[src/rtl/mem_arb_pkg.sv]
// Shared types and default sizing for the single-outstanding memory arbiter.
package mem_arb_pkg;
  typedef enum logic [1:0] {
    IDLE = 2'd0,
    WAIT = 2'd1,
    DONE = 2'd2
  } state_t;

  localparam int DEF_ADDR_W  = 16;
  localparam int DEF_DATA_W  = 16;
  localparam int DEF_MEM_LAT = 4;
endpackage

[src/rtl/rr_picker.sv]
// Combinational picker: first asserted request at or after i_ptr (mod NUM_CH).
// With i_ptr tied to 0 this degenerates to lowest-index-wins fixed priority.
module rr_picker #(
  parameter int NUM_CH = 2,
  parameter int IDX_W  = 1
) (
  input  logic [NUM_CH-1:0] i_req,
  input  logic [IDX_W-1:0]  i_ptr,
  output logic [NUM_CH-1:0] o_gnt,
  output logic [IDX_W-1:0]  o_idx,
  output logic              o_any
);
  int w_c;

  always_comb begin
    o_gnt = '0;
    o_idx = '0;
    o_any = 1'b0;
    w_c   = 0;
    for (int k = 0; k < NUM_CH; k++) begin
      w_c = (int'(i_ptr) + k) % NUM_CH;
      if (!o_any && i_req[w_c]) begin
        o_any      = 1'b1;
        o_gnt[w_c] = 1'b1;
        o_idx      = IDX_W'(w_c);
      end
    end
  end
endmodule

[src/rtl/mem_arbiter_rr.sv]
// Multi-channel memory arbiter, one transaction outstanding at a time.
// Define ARB_ROUND_ROBIN_EN for round-robin; otherwise fixed priority (ch0 highest).
module mem_arbiter_rr
  import mem_arb_pkg::*;
#(
  parameter int NUM_CH  = 2,
  parameter int ADDR_W  = DEF_ADDR_W,
  parameter int DATA_W  = DEF_DATA_W,
  parameter int MEM_LAT = DEF_MEM_LAT
) (
  input  logic                     clk,
  input  logic                     rst,
  input  logic [NUM_CH-1:0]        req_en,
  input  logic [NUM_CH-1:0]        req_wr,
  input  logic [NUM_CH*ADDR_W-1:0] req_addr,
  input  logic [NUM_CH*DATA_W-1:0] req_wdata,
  output logic [NUM_CH-1:0]        req_valid,
  output logic [DATA_W-1:0]        rdata,
  output logic                     mem_en,
  output logic                     mem_wr,
  output logic [ADDR_W-1:0]        mem_addr,
  output logic [DATA_W-1:0]        mem_wdata,
  input  logic [DATA_W-1:0]        mem_rdata,
  output logic                     busy
);
  localparam int CNT_W = $clog2(MEM_LAT) + 1;
  localparam int IDX_W = (NUM_CH > 1) ? $clog2(NUM_CH) : 1;
  localparam logic [CNT_W-1:0] CNT_LOAD = CNT_W'(MEM_LAT - 1);

  state_t            r_state;
  logic [CNT_W-1:0]  r_cnt;
  logic [NUM_CH-1:0] r_gnt;
  logic [NUM_CH-1:0] w_gnt;
  logic [IDX_W-1:0]  w_idx;
  logic [IDX_W-1:0]  w_ptr;
  logic              w_any;
  logic              w_issue;

  assign w_issue = (r_state == IDLE) && w_any;

`ifdef ARB_ROUND_ROBIN_EN
  logic [IDX_W-1:0] r_ptr;
  assign w_ptr = r_ptr;
  always_ff @(posedge clk or posedge rst) begin
    if (rst) r_ptr <= '0;
    else if (w_issue)
      r_ptr <= (w_idx == IDX_W'(NUM_CH - 1)) ? '0 : w_idx + IDX_W'(1);
  end
`else
  assign w_ptr = '0;
`endif

  rr_picker #(.NUM_CH(NUM_CH), .IDX_W(IDX_W)) u_pick (
    .i_req (req_en),
    .i_ptr (w_ptr),
    .o_gnt (w_gnt),
    .o_idx (w_idx),
    .o_any (w_any)
  );

  // DONE is the last waiting cycle; the registered req_valid lands one cycle
  // later, MEM_LAT cycles after mem_en, leaving IDLE free to reissue at once.
  always_ff @(posedge clk or posedge rst) begin
    if (rst) begin
      r_state   <= IDLE;
      r_cnt     <= '0;
      r_gnt     <= '0;
      req_valid <= '0;
      mem_en    <= 1'b0;
      mem_wr    <= 1'b0;
      mem_addr  <= '0;
      mem_wdata <= '0;
      busy      <= 1'b0;
    end else begin
      mem_en    <= 1'b0;
      req_valid <= '0;
      case (r_state)
        IDLE: begin
          if (w_any) begin
            r_gnt     <= w_gnt;
            mem_en    <= 1'b1;
            mem_wr    <= req_wr[w_idx];
            mem_addr  <= req_addr[w_idx*ADDR_W +: ADDR_W];
            mem_wdata <= req_wdata[w_idx*DATA_W +: DATA_W];
            busy      <= 1'b1;
            r_cnt     <= CNT_LOAD;
            r_state   <= (MEM_LAT == 1) ? DONE : WAIT;
          end else begin
            busy <= 1'b0;
          end
        end
        WAIT: begin
          r_cnt <= r_cnt - CNT_W'(1);
          if (r_cnt == CNT_W'(1)) r_state <= DONE;
        end
        DONE: begin
          req_valid <= r_gnt;
          r_state   <= IDLE;
        end
        default: r_state <= IDLE;
      endcase
    end
  end

  // mem_wr stays latched through the completion cycle, so it qualifies rdata.
  assign rdata = (|req_valid && !mem_wr) ? mem_rdata : '0;
endmodule

[config.mk]
export PLATFORM = sky130hd
export DESIGN_NAME = mem_arbiter_rr
export DESIGN_NICKNAME = d
export VERILOG_FILES = /design/src/rtl/mem_arb_pkg.sv /design/src/rtl/rr_picker.sv /design/src/rtl/mem_arbiter_rr.sv
export SDC_FILE = /design/constraint.sdc
export NUM_CORES = 1
export LEC_CHECK = 0
export ABC_AREA = 1
export BUFFER_PORTS_ARGS = -buffer_cell sky130_fd_sc_hd__clkbuf_2
export CAP_MARGIN = 20
export CORE_MARGIN = 2
export CORE_UTILIZATION = 48
export CTS_BUF_LIST = sky130_fd_sc_hd__clkbuf_4
export DETAILED_ROUTE_END_ITERATION = 6
export GPL_TIMING_DRIVEN = 0
export HOLD_SLACK_MARGIN = 0.05
export PLACE_DENSITY = 0.88
export RECOVER_POWER = 100
export SYNTH_ARGS = -nofsm -noshare
export SYNTH_HDL_FRONTEND = slang
export SYNTH_SLANG_ARGS = --single-unit
[constraint.sdc]
create_clock -name clk -period 1.8 [get_ports clk]
set_clock_uncertainty 0.1 [all_clocks]
set_input_delay 0 -clock clk [delete_from_list [all_inputs] [get_ports clk]]
set_output_delay 0 -clock clk [all_outputs]
set_load 0.03 [all_outputs]
Yosys cells after proc, flatten, opt, wreduce, memory -nomap -nowiden --
Cells that the tools add are included.
Storage, ports and cells: input port bits 86, register bits after elaboration 44, bits in latches 0, bits in writable memories 0, memory bits (read-only) 0, memories 0
Operators by class: multiply operators 0, reduce and logical (&&, ||, !) cells 10, add/subtract/negate cells 1, bitwise operators 0, shift-type cells 2, eq/ne operators 5, order comparisons 1, divide/modulo/power cells 0, multiplexer cells 16
Operators with widths (count):
- 32-bit by 6-bit indexed part select with 16-bit output | 2
- 16-bit two-way mux | 1
- 1-bit two-way mux | 8
- 2-bit two-way mux | 4
- 3-bit case mux with 2 select lines | 1
- 2-bit AND reduction | 3
- 2-bit case mux with 2 select lines | 1
- 3-bit by 1-bit equality test with 1-bit output (second input constant) | 1
- 3-bit two-way mux | 1
- 3-bit by 1-bit subtractor with 3-bit output (second input constant) | 1
- 2-bit by 1-bit equality test with 1-bit output (second input constant) | 1
- 2-bit equality test (second input constant) | 1
- 1-bit logical AND | 2
- 1-bit logical NOT | 2
- 2-bit logical NOT | 1
- 1-bit by 2-bit < comparator with 1-bit output (second input constant) | 1
- 2-bit by 1-bit inequality test with 1-bit output (second input constant) | 1
- 2-bit inequality test (second input constant) | 1
- 2-bit nonzero test | 1
- 2-bit OR reduction | 1

Longest topological paths before layout --
Gate-level depths: netlist of run 1.
depth in word-level cells 6, gate-level depth with buffers 8, depth with buffers taken out 6

Modules after synthesis --
Synthesis of run 1 repeated with hierarchy kept, for this count alone.
Unflattened totals: cell total of the unflattened synthesis 337, area total of the unflattened synthesis 2374.8 µm²
Modules (own cells, without submodules):
- mem_arbiter_rr | cells an instance 330, times used 1, sequential area each 1101.1 µm², area an instance 2344.7 µm²
- rr_picker | cells an instance 7, times used 1, sequential area each 0.0 µm², area an instance 30.0 µm²

Least setup slack after synthesis of run 1 --
OpenSTA, ideal clock, no wires.
path kind register to output, start reg mem_wr, end out rdata[10], data required time 1.700 ns, arrival 1.351 ns, path slack 0.349 ns, stages on the path, launching flop included 4, cells stage by stage dfrtp_1 o21bai_2 buf_2 nor2_1
Between the ends: word-level cells in the longest chain between the ends 3
Ends and longest elaborated chain:
- start, declared | RTL line mem_arbiter_rr.sv:20 | output logic mem_wr,
- start signal, assigned | RTL line mem_arbiter_rr.sv:82 | mem_wr <= req_wr[w_idx];
- 1-bit logical NOT | RTL line mem_arbiter_rr.sv:106 | assign rdata = (|req_valid && !mem_wr) ? mem_rdata : '0;
- 1-bit logical AND | RTL line mem_arbiter_rr.sv:106
- 16-bit two-way mux | RTL line mem_arbiter_rr.sv:106
- end, declared | RTL line mem_arbiter_rr.sv:18 | output logic [DATA_W-1:0] rdata,
No other way between the ends.

Worst setup path in the final report of run 1 --
start in req_en[0], end reg mem_addr[9]
Between the ends: word-level cells in the longest chain between the ends 5
Ends and longest elaborated chain:
- start, declared | RTL line mem_arbiter_rr.sv:13 | input logic [NUM_CH-1:0] req_en,
- 1-bit two-way mux * | RTL line rr_picker.sv:22 | if (!o_any && i_req[w_c]) begin
- 1-bit logical NOT | RTL line rr_picker.sv:22
- 1-bit logical AND | RTL line rr_picker.sv:22
- 1-bit two-way mux | RTL line rr_picker.sv:22
- 32-bit by 6-bit indexed part select with 16-bit output or 2-bit AND reduction (tied branches)
- end signal, assigned | RTL line mem_arbiter_rr.sv:83 | mem_addr <= req_addr[w_idx*ADDR_W +: ADDR_W];
- end, declared | RTL line mem_arbiter_rr.sv:21 | output logic [ADDR_W-1:0] mem_addr,
Every way passes the cells marked *; elsewhere a longest branch is shown, timed or not. A chain may end at the register's enable or synchronous reset.

==> metrics, run 1 <==
Commonest cells post-synth=184 x nand2_1, 44 x dfrtp_1, 36 x nand3_1, 24 x inv_1, 20 x nor2_1; top cell type's share of synthesized area=47.03%; HP Start=req_en[1]; Cells after DPL=542; RSZ-0062 raised after global routing=false; Placement Rows=25; H-tree Lvls=2; Slew Limit Headroom=37.63%; dominant synthesized flop cell=dfrtp_1; drt wl/cell=14.38 um; clk_lat worst skew=360 ps; synth warn=0; CTS tree=built; EDFF count, synth=0; worst setup path start=req_en[0]; clock tree buffer depth=2; count leader, synth=nand2_1; vias in the first global route=3,022; DP HPWL=4969 um; CP Max Fanout=10; die width=73.84 um; syn_nets=426; instance count of the mapped netlist=338; Max-Cap Viols=0; share of layout cells above drive strength 1=23.19%; worst min path class=in -> reg; Finished Cell Area=3894 um2; Die ar.=5452 um2; Antenna Violating Nets Remaining=0; R2R cell count=6; peak supply drop=0.0009074 V; initial antenna violation count=0; area leader, netlist=dfrtp_1; Final period util=95.46%; synth top area cells=dfrtp_1 47%, nand2_1 30%, nand3_1 7.7%; largest net degree at the start of global routing=45; Buffers on Ports=137; Setup CP Type=in -> reg; clock-pin slew on the worst setup and hold paths=140 ps; multi-input logic area=1035 um2; drt total wl=8900 um; WHS Path Cells=5; crit path launch type=primary input; Max Freq=582.0 MHz; vias per cell=5.061; sequential area share after synthesis=47.03%; area of the mapped netlist=2341 um2; Hold Path End=mem_addr[0]; Starting Density=49.56%; via count=3,133; Final Wtd Congestion=0.8011; CP arrival=1890 ps; Syn Area/Cell=6.926 um2; total CTS buffers=5; Total Routing Usage GR=33.01%; Nets=639; I/O pins=139; crit end category=register; status=complete, no violations; Overflow after GRT=0; Setup TNS=0 ps; Worst-Margin Slew=934.2 ps; DRC Markers=0; Yosys reg bits=44; Pleak=0.002279 uW; CTS Root Cell=clkbuf_4; Register Area=1101 um2; Reg2Reg Setup Slack=170 ps; Sink Count=44; DR pass1 iterations=5; FF-to-FF End=mem_wdata[7]; Core ar.=4723 um2; CP required=1970 ps; first-pass GRT wire length=13,580 um; fillcell total=299; final hold violations=0; Yosys cell types=17; P&R area growth vs syn=66.33%; initial drt markers=234; Post-Layout Cell Count=619; die height=73.84 um; crit path time final=1718 ps; pwr/cell area=1373 nW/um2; diode count=0; Post-synth ARST share=100.0%; Final setup viols=0; Reg-to-Reg Start=r_state[0]; max-slew violations=0; dpl cell area=3110 um2
## critical path, stage by stage
cell and delay [ps]:
dlygate4sd3_1 550, clkbuf_2 140, inv_4 90, nand2_4 80
buf_6 160, nand2_1 80, nand2_1 60, dlygate4sd3_1 580
nand2_1 90, nand2_1 50
## report_power, final
part	leakage [uW]	internal [uW]	switching [uW]	total [uW]
combinational	0.00167	813	1900	2710
sequential	0.000547	1440	275	1720
clock	0.0000654	572	343	915
total	0.00228	2830	2520	5350
## timing repair
action / 4_1_cts / 5_1_grt
hold buffers: 68 / 0
endpoints found under the setup margin: 0 / 39
resized for setup: 0 / 10
buffers inserted: 0 / 1
endpoints found under the hold margin: 79 / 0
## routing by layer
| metal | up-vias | global-route usage [%] | wire [um] |
|---|---|---|---|
| li1 | 1449 | - | - |
| met1 | 1413 | 34.27 | 3029 |
| met2 | 212 | 59.62 | 4550 |
| met3 | 59 | 7.819 | 734 |
| met4 | 0 | 19.60 | 586 |
| met5 | - | 0 | 0 |
## cell usage in the layout (no fill, tap or decap), types with 7 or more instances in the layout
| cell | count |
|---|---|
| nor2_1 | 21 |
| clkbuf_1 | 43 |
| nand3_1 | 36 |
| dfrtp_1 | 44 |
| inv_1 | 23 |
| buf_4 | 7 |
| dlygate4sd3_1 | 68 |
| nand2_1 | 183 |
| clkbuf_2 | 95 |
| buf_2 | 7 |
## sequential cells by signal, summed over array words and instances, names as in the netlist
| name | flops |
|---|---|
| busy | 1 |
| mem_addr | 16 |
| mem_en | 1 |
| mem_wdata | 16 |
| mem_wr | 1 |
| r_cnt | 3 |
| r_gnt | 2 |
| r_state | 2 |
| req_valid | 2 |
## final cells by class
cell class / instances / share of cell area (%)
timing repair buffer: 206 / 33.93
sequential: 44 / 28.28
multi-input combinational: 250 / 26.57
buffer: 18 / 3.213
inverter: 26 / 2.571
clock inverter: 3 / 2.314
tap: 67 / 2.153
clock buffer: 5 / 0.9640
## kinds of logic after synthesis
kind of cell | Yosys count | synth area share (%)
buffers and inverters | 44 | 9.086
AND/OR/NAND/NOR | 245 | 41.90
AO/OA/AOI/OAI | 3 | 0.9086
adder cells (fa/ha/maj) | 2 | 1.069
flip-flops | 44 | 47.03
## how the worst max path moves through the flow
stage,endpoint,slack [ps],depth (start not counted)
detailed placement,rdata[13],430,4
CTS,rdata[13],7,4
floorplan,rdata[10],350,3
global route,mem_wdata[15],0.1,10
finish,mem_addr[9],80,10
global placement,r_cnt[0],170,2
## through the flow
step           total power (uW)  util (%)  hold slack [ps]  worst slack, ps
2_1_floorplan              3479         -            39.28            348.6
3_3_place_gp               4194     65.85            178.8            174.1
3_5_place_dp               4282     65.85            143.3            425.9
4_1_cts                    5342     82.97            117.7            6.957
5_1_grt                    5633     82.44            164.2           0.1197
6_report                   5345     82.44            126.8            81.70
(Power assumes the default switching activity.)
==> run 2, diff against run 1 <==
--- a/config.mk
+++ b/config.mk
@@ -8,14 +8,16 @@
 export ABC_AREA = 1
 export BUFFER_PORTS_ARGS = -buffer_cell sky130_fd_sc_hd__clkbuf_2
 export CAP_MARGIN = 20
-export CORE_MARGIN = 2
+export CORE_MARGIN = 8
 export CORE_UTILIZATION = 48
 export CTS_BUF_LIST = sky130_fd_sc_hd__clkbuf_4
 export DETAILED_ROUTE_END_ITERATION = 6
+export GPL_ROUTABILITY_DRIVEN = 0
 export GPL_TIMING_DRIVEN = 0
 export HOLD_SLACK_MARGIN = 0.05
 export PLACE_DENSITY = 0.88
 export RECOVER_POWER = 100
+export REMOVE_ABC_BUFFERS = 1
 export SYNTH_ARGS = -nofsm -noshare
 export SYNTH_HDL_FRONTEND = slang
 export SYNTH_SLANG_ARGS = --single-unit
==> run 2 against run 1 <==
  * Non-clock buffer count fell by 17
  * Largest power group unchanged
  * Via count fell by 0.13%
  * Critical endpoint is now mem_wdata[6]
  * Critical path type is now reg -> reg
  * Die area rose by 35%
==> metrics, run 2 (synthesis results as in run 1) <==
worst setup path start=r_state[0] (was req_en[0]); initial drt markers=262 (was 234); FF-to-FF End=mem_wdata[6] (was mem_wdata[7]); Antenna Violating Nets Remaining=0 (unchanged); worst min path class=in -> reg (unchanged); fillcell total=277 (was 299); R2R cell count=5 (was 6); CP Max Fanout=17 (was 10); Sink Count=44 (unchanged); Register Area=1101 um2 (unchanged); pwr/cell area=1312 nW/um2 (was 1373 nW/um2); H-tree Lvls=2 (unchanged); Reg-to-Reg Start=r_state[0] (unchanged); Final period util=96.70% (was 95.46%); vias per cell=5.155 (was 5.061); die height=85.84 um (was 73.84 um); met2 Use GR=49.72% (was 59.62%); drt wl/cell=17.67 um (was 14.38 um); Top Usage Layer GRT=met2 (unchanged); GR Util met3=14.61% (was 7.819%); Final setup viols=0 (unchanged); crit path time final=1741 ps (was 1718 ps); status=complete, no violations (unchanged); Pleak=0.002190 uW (was 0.002279 uW); via count=3,129 (was 3,133); Final Util=79.18% (was 82.44%); Hold WS=210.8 ps (was 126.8 ps); max-slew violations=0 (unchanged); P&R area growth vs syn=59.75% (was 66.33%); CP arrival=1960 ps (was 1890 ps); final hold violations=0 (unchanged); Overflow after GRT=0 (unchanged); clk_lat worst skew=370 ps (was 360 ps); CTS tree=built (unchanged); leading cell type in the layout, fill and taps excluded=nand2_1 (unchanged); Slew Limit Headroom=40.51% (was 37.63%); CP required=2020 ps (was 1970 ps); RSZ-0062 raised after global routing=false (unchanged); multi-input logic area=1039 um2 (was 1035 um2); share of layout cells above drive strength 1=21.83% (was 23.19%); commonest cells after routing, fill and taps aside=184 x nand2_1, 101 x clkbuf_2, 68 x dlygate4sd3_1, 44 x dfrtp_1, 37 x clkbuf_1 (was 183 x nand2_1, 95 x clkbuf_2, 68 x dlygate4sd3_1, 44 x dfrtp_1, 43 x clkbuf_1); DR pass1 iterations=5 (unchanged); peak supply drop=0.0007856 V (was 0.0009074 V); Nets=623 (was 639); total CTS buffers=5 (unchanged); clock-pin slew on the worst setup and hold paths=130 ps (was 140 ps); met1 Track Usage GR=30.09% (was 34.27%); Buffers on Ports=138 (was 137); Total Routing Usage GR=30.20% (was 33.01%); DRC Markers=0 (unchanged); drt total wl=10,730 um (was 8900 um); Top Registers=mem_addr x16, mem_wdata x16, r_cnt x3 (unchanged); vias in the first global route=3,248 (was 3,022); Starting Density=49.56% (unchanged); clock tree buffer depth=2 (unchanged); Placement Rows=25 (unchanged); Max-Cap Viols=0 (unchanged); initial antenna violation count=5 (was 0); largest net degree at the start of global routing=45 (unchanged); I/O pins=139 (unchanged); crit path to=mem_wdata[6] (was mem_addr[9]); Core ar.=4723 um2 (unchanged); CTS Root Cell=clkbuf_4 (unchanged); Die ar.=7368 um2 (was 5452 um2); Max Freq=574.5 MHz (was 582.0 MHz); first-pass GRT wire length=16,980 um (was 13,580 um); Worst-Margin Slew=891.1 ps (was 934.2 ps); crit end category=register (unchanged); crit path launch type=register (was primary input); die width=85.84 um (was 73.84 um); Setup CP Type=reg -> reg (was in -> reg); DP HPWL=5161 um (was 4969 um); Reg2Reg Setup Slack=60 ps (was 170 ps)
-- run 2: cell types whose count changed in the layout (fill, tap and decap cells not counted), sizes merged --
cell	change
clkbuf	+1
bufinv	-3
clkinv	+1
nor2	+1
diode	+4
buf	-16
-- run 2: layout make-up --
class	count	share of cell area (%)
Multi-Input combinational cell	251	27.77
Clock inverter	1	0.1004
Timing Repair Buffer	207	36.17
Tap cell	67	2.242
Sequential cell	44	29.44
Clock buffer	7	1.405
Inverter	26	2.610
Antenna cell	4	0.2676
-- run 2: timing repair --
item / CTS / global route
hold endpoints to repair: 79 / 0
resized for setup: 0 / 1
hold buffers: 68 / 0
setup buffers: 0 / 0
endpoints found under the setup margin: 0 / 2
-- run 2: how the worst min path moves through the flow --
stage                     slack (ps)            end    startpoint  cells after the start
after detailed placement         130    mem_addr[1]           rst                      2
after global routing             240       rdata[2]  mem_rdata[2]                      4
after CTS                         90         mem_en     req_en[0]                      3
final                            210  mem_wdata[14]     req_en[0]                      6
after global placement           180       r_gnt[0]     req_en[0]                      3
after floorplan                   40       r_gnt[0]     req_en[0]                      2
-- run 2: stage by stage --
| step | cell area [um2] | cells | total power (uW) | setup WS, ps | TNS (ps) |
|---|---|---|---|---|---|
| 3_5_place_dp | 3028 | 526 | 4246 | -9.304 | -12.79 |
| 3_3_place_gp | 3000 | 525 | 4097 | -301.8 | -5737 |
| 6_report | 3740 | 607 | 4908 | 59.44 | 0 |
| 4_1_cts | 3765 | 602 | 4836 | 123.2 | 0 |
| 5_1_grt | 3740 | 607 | 5231 | 7.061 | 0 |
| 2_1_floorplan | 2226 | 320 | 3350 | 309.5 | 0 |
-- run 2: worst max-delay path: stages, from the launching register on --
cell and delay, ps:
dfrtp_1 430, inv_1 90, nand2_1 160, nor2_2 670, nand2_1 130, nand2_1 100
-- run 2: power by group --
part           internal (uW)  total [uW]  switching (uW)
clock network            181         501             320
logic                    740        2690            1950
registers               1440        1710             272
-- run 2: metal layers --
| metal | vias to the layer above | wire length [um] |
|---|---|---|
| met4 | 2 | 865 |
| met2 | 260 | 5152 |
| met1 | 1371 | 3454 |
| met5 | - | 11 |
| li1 | 1417 | - |
| met3 | 79 | 1244 |
==> run 3, diff against run 2 <==
--- a/config.mk
+++ b/config.mk
@@ -9,15 +9,16 @@
 export BUFFER_PORTS_ARGS = -buffer_cell sky130_fd_sc_hd__clkbuf_2
 export CAP_MARGIN = 20
 export CORE_MARGIN = 8
-export CORE_UTILIZATION = 48
+export CORE_UTILIZATION = 49
 export CTS_BUF_LIST = sky130_fd_sc_hd__clkbuf_4
 export DETAILED_ROUTE_END_ITERATION = 6
 export GPL_ROUTABILITY_DRIVEN = 0
 export GPL_TIMING_DRIVEN = 0
 export HOLD_SLACK_MARGIN = 0.05
-export PLACE_DENSITY = 0.88
+export PLACE_DENSITY = 0.89
 export RECOVER_POWER = 100
 export REMOVE_ABC_BUFFERS = 1
 export SYNTH_ARGS = -nofsm -noshare
 export SYNTH_HDL_FRONTEND = slang
+export SYNTH_HIERARCHICAL = 1
 export SYNTH_SLANG_ARGS = --single-unit
==> run 3 against run 2 <==
  * Final area increased by 0.80%
  * Wire length shrank 6.2%
  * Critical endpoint is now mem_addr[9]
  * Highest routed layer is now met4
  * First-iteration DRC count fell by 20%
  * Combinational power fell by 4%
  * Critical path depth is 4 higher
  * Clock power fell by 4.0%
  * Via count shrank 4.0%
==> metrics, run 3 <==
clock tree buffer depth=2 (unchanged); count leader, synth=nand2_1 (unchanged); leading cell type in the layout, fill and taps excluded=nand2_1 (unchanged); CTS tree=built (unchanged); drt total wl=10,060 um (was 10,730 um); CTS Root Cell=clkbuf_4 (unchanged); pwr/cell area=1259 nW/um2 (was 1312 nW/um2); Comb power frac=54.1% (was 54.9%); largest net degree at the start of global routing=45 (unchanged); Max Freq=605.3 MHz (was 574.5 MHz); Sw Share=51.65% (was 51.87%); CP arrival=1830 ps (was 1960 ps); total CTS buffers=5 (unchanged); sequential area share after synthesis=46.36% (was 47.03%); share of layout cells above drive strength 1=19.04% (was 21.83%); Antenna Violating Nets Remaining=0 (unchanged); cell internal pwr=2295 uW (was 2362 uW); area of the mapped netlist=2375 um2 (was 2341 um2); multi-input logic area=962.2 um2 (was 1039 um2); Commonest cells post-synth=147 x nand2_1, 60 x inv_1, 44 x dfrtp_1, 36 x o21ai_0, 18 x nor2_1 (was 184 x nand2_1, 44 x dfrtp_1, 36 x nand3_1, 24 x inv_1, 20 x nor2_1); EDFF count, synth=0 (unchanged); commonest cells after routing, fill and taps aside=147 x nand2_1, 88 x clkbuf_2, 69 x dlygate4sd3_1, 62 x inv_1, 50 x clkbuf_1 (was 184 x nand2_1, 101 x clkbuf_2, 68 x dlygate4sd3_1, 44 x dfrtp_1, 37 x clkbuf_1); Max-Cap Viols=0 (unchanged); die height=85.62 um (was 85.84 um); Placement Rows=25 (unchanged); area leader, netlist=dfrtp_1 (unchanged); Setup CP Type=in -> reg (was reg -> reg); crit path time final=1652 ps (was 1741 ps); P&R area growth vs syn=58.75% (was 59.75%); H-tree Lvls=2 (unchanged); Clock Power Share=10.1% (was 10.2%); initial antenna violation count=0 (was 5); vias in the first global route=3,228 (was 3,248); RSZ-0062 raised after global routing=false (unchanged); initial drt markers=209 (was 262); Register Area=1101 um2 (unchanged); Sw Pwr=2452 uW (was 2546 uW); Overflow after GRT=0 (unchanged); dpl cell area=3062 um2 (was 3028 um2); Syn Area/Cell=7.047 um2 (was 6.926 um2); Pleak=0.002180 uW (was 0.002190 uW); Sink Count=44 (unchanged); DRC Markers=0 (unchanged); I/O pins=139 (unchanged); die width=85.62 um (was 85.84 um); Worst-Margin Slew=884.7 ps (was 891.1 ps); Finished Cell Area=3770 um2 (was 3740 um2); instance count of the mapped netlist=337 (was 338); Die ar.=7330 um2 (was 7368 um2); # Post-CTS Setup Buffers=0 (unchanged); Total Routing Usage GR=27.06% (was 30.20%); clock-pin slew on the worst setup and hold paths=130 ps (about the same); via count=3,004 (was 3,129); Setup TNS=0 ps (unchanged); crit path launch type=primary input (was register); Post-synth ARST share=100.0% (unchanged); status=complete, no violations (unchanged); total chip power=4748 uW (was 4908 uW); Core ar.=4692 um2 (was 4723 um2); DR pass1 iterations=5 (unchanged); Final setup viols=0 (unchanged); synth warn=6 (was 0); clk_lat worst skew=350 ps (was 370 ps); Nets=628 (was 623); crit end category=register (unchanged); DP HPWL=5258 um (was 5161 um); max-slew violations=0 (unchanged); Slew Limit Headroom=40.93% (was 40.51%); dominant synthesized flop cell=dfrtp_1 (unchanged); Yosys cell types=22 (was 17); CP required=1980 ps (was 2020 ps); final hold violations=0 (unchanged); peak supply drop=0.0008958 V (was 0.0007856 V); synth top area cells=dfrtp_1 46%, nand2_1 23%, inv_1 9.5% (was dfrtp_1 47%, nand2_1 30%, nand3_1 7.7%); top cell type's share of synthesized area=46.36% (was 47.03%); fillcell total=279 (was 277); Seq pwr share=35.8% (was 34.9%); Yosys reg bits=44 (unchanged); diode count=0 (was 4); Starting Density=50.61% (was 49.56%); CP Max Fanout=36 (was 17); first-pass GRT wire length=15,590 um (was 16,980 um); worst min path class=in -> out (was in -> reg); Buffers on Ports=138 (unchanged); Final period util=91.79% (was 96.70%); Top Registers=mem_addr x16, mem_wdata x16, r_cnt x3 (unchanged); vias per cell=5.049 (was 5.155); drt wl/cell=16.91 um (was 17.67 um)
run 3: worst max-delay path: stages:
cell,delay [ps]
clkbuf_1,90
inv_1,130
a21oi_4,450
buf_16,240
nand2_1,70
o21ai_0,60
dlygate4sd3_1,570
nand2_1,60
nand2_1,140
run 3: routing by layer:
layer | vias to the layer above | share of wire, % | GRT usage [%]
met5 | - | 0 | 0
met4 | 0 | 6.1 | 17.52
met3 | 54 | 9.2 | 8.309
met2 | 203 | 51 | 50.28
met1 | 1355 | 34 | 24.90
li1 | 1392 | - | -
run 3: kinds of logic (layout without fill, tap and decap cells):
| kind of cell | Yosys count | in the layout | synth area share [%] |
|---|---|---|---|
| simple gates | 172 | 172 | 28.77 |
| buf+inv | 77 | 279 | 14.75 |
| flops | 44 | 44 | 46.36 |
| compound gates | 41 | 42 | 8.904 |
| fa+ha+maj | 2 | 2 | 1.054 |
| other cells | 1 | 2 | 0.1579 |
run 3: area by class of cell:
| cell class | count | share of cell area, % |
|---|---|---|
| Timing Repair Buffer | 208 | 35.71 |
| Sequential cell | 44 | 29.21 |
| Multi-Input combinational cell | 218 | 25.52 |
| Inverter | 63 | 6.273 |
| Tap cell | 54 | 1.792 |
| Clock buffer | 6 | 1.195 |
| Clock inverter | 2 | 0.2987 |
run 3: worst paths after layout:
check / from / to / slack, ps / depth (start not counted)
setup / recovery: req_en[1] / mem_addr[9] / 150 / 9
hold / removal: mem_rdata[13] / rdata[13] / 250 / 4
setup reg to reg: r_state[1] / mem_addr[9] / 250 / 5
hold reg to reg: mem_addr[12] / mem_addr[12] / 390 / 2
max in group asynchronous: rst / r_state[0] / 740 / 3
min in group asynchronous: rst / mem_wdata[3] / 300 / 3
run 3: power by group through the flow:
| stage | registers, uW | clock network [uW] | logic, uW |
|---|---|---|---|
| 2_1_floorplan | 2400 | 0 | 876 |
| 3_3_place_gp | 1660 | 0 | 2340 |
| 3_5_place_dp | 1680 | 0 | 2410 |
| 4_1_cts | 1670 | 483 | 2560 |
| 5_1_grt | 1740 | 528 | 2800 |
| 6_report | 1700 | 481 | 2570 |
run 3: stage by stage:
stage / hold slack (ps) / cells / utilization (%) / setup WS [ps]
4_1_cts: 179.7 / 594 / 81.17 / 92.14
6_report: 246.5 / 595 / 80.35 / 147.8
3_3_place_gp: 195.1 / 516 / 64.43 / -2036
5_1_grt: 266.8 / 595 / 80.35 / 57.00
2_1_floorplan: 51.38 / 324 / - / -935.8
3_5_place_dp: 128.0 / 517 / 65.25 / 150.4
run 3: what timing repair did:
action	CTS	global route
gates resized for setup	0	2
hold buffers	69	0
hold endpoints to repair	79	0
endpoints found under the setup margin	0	47
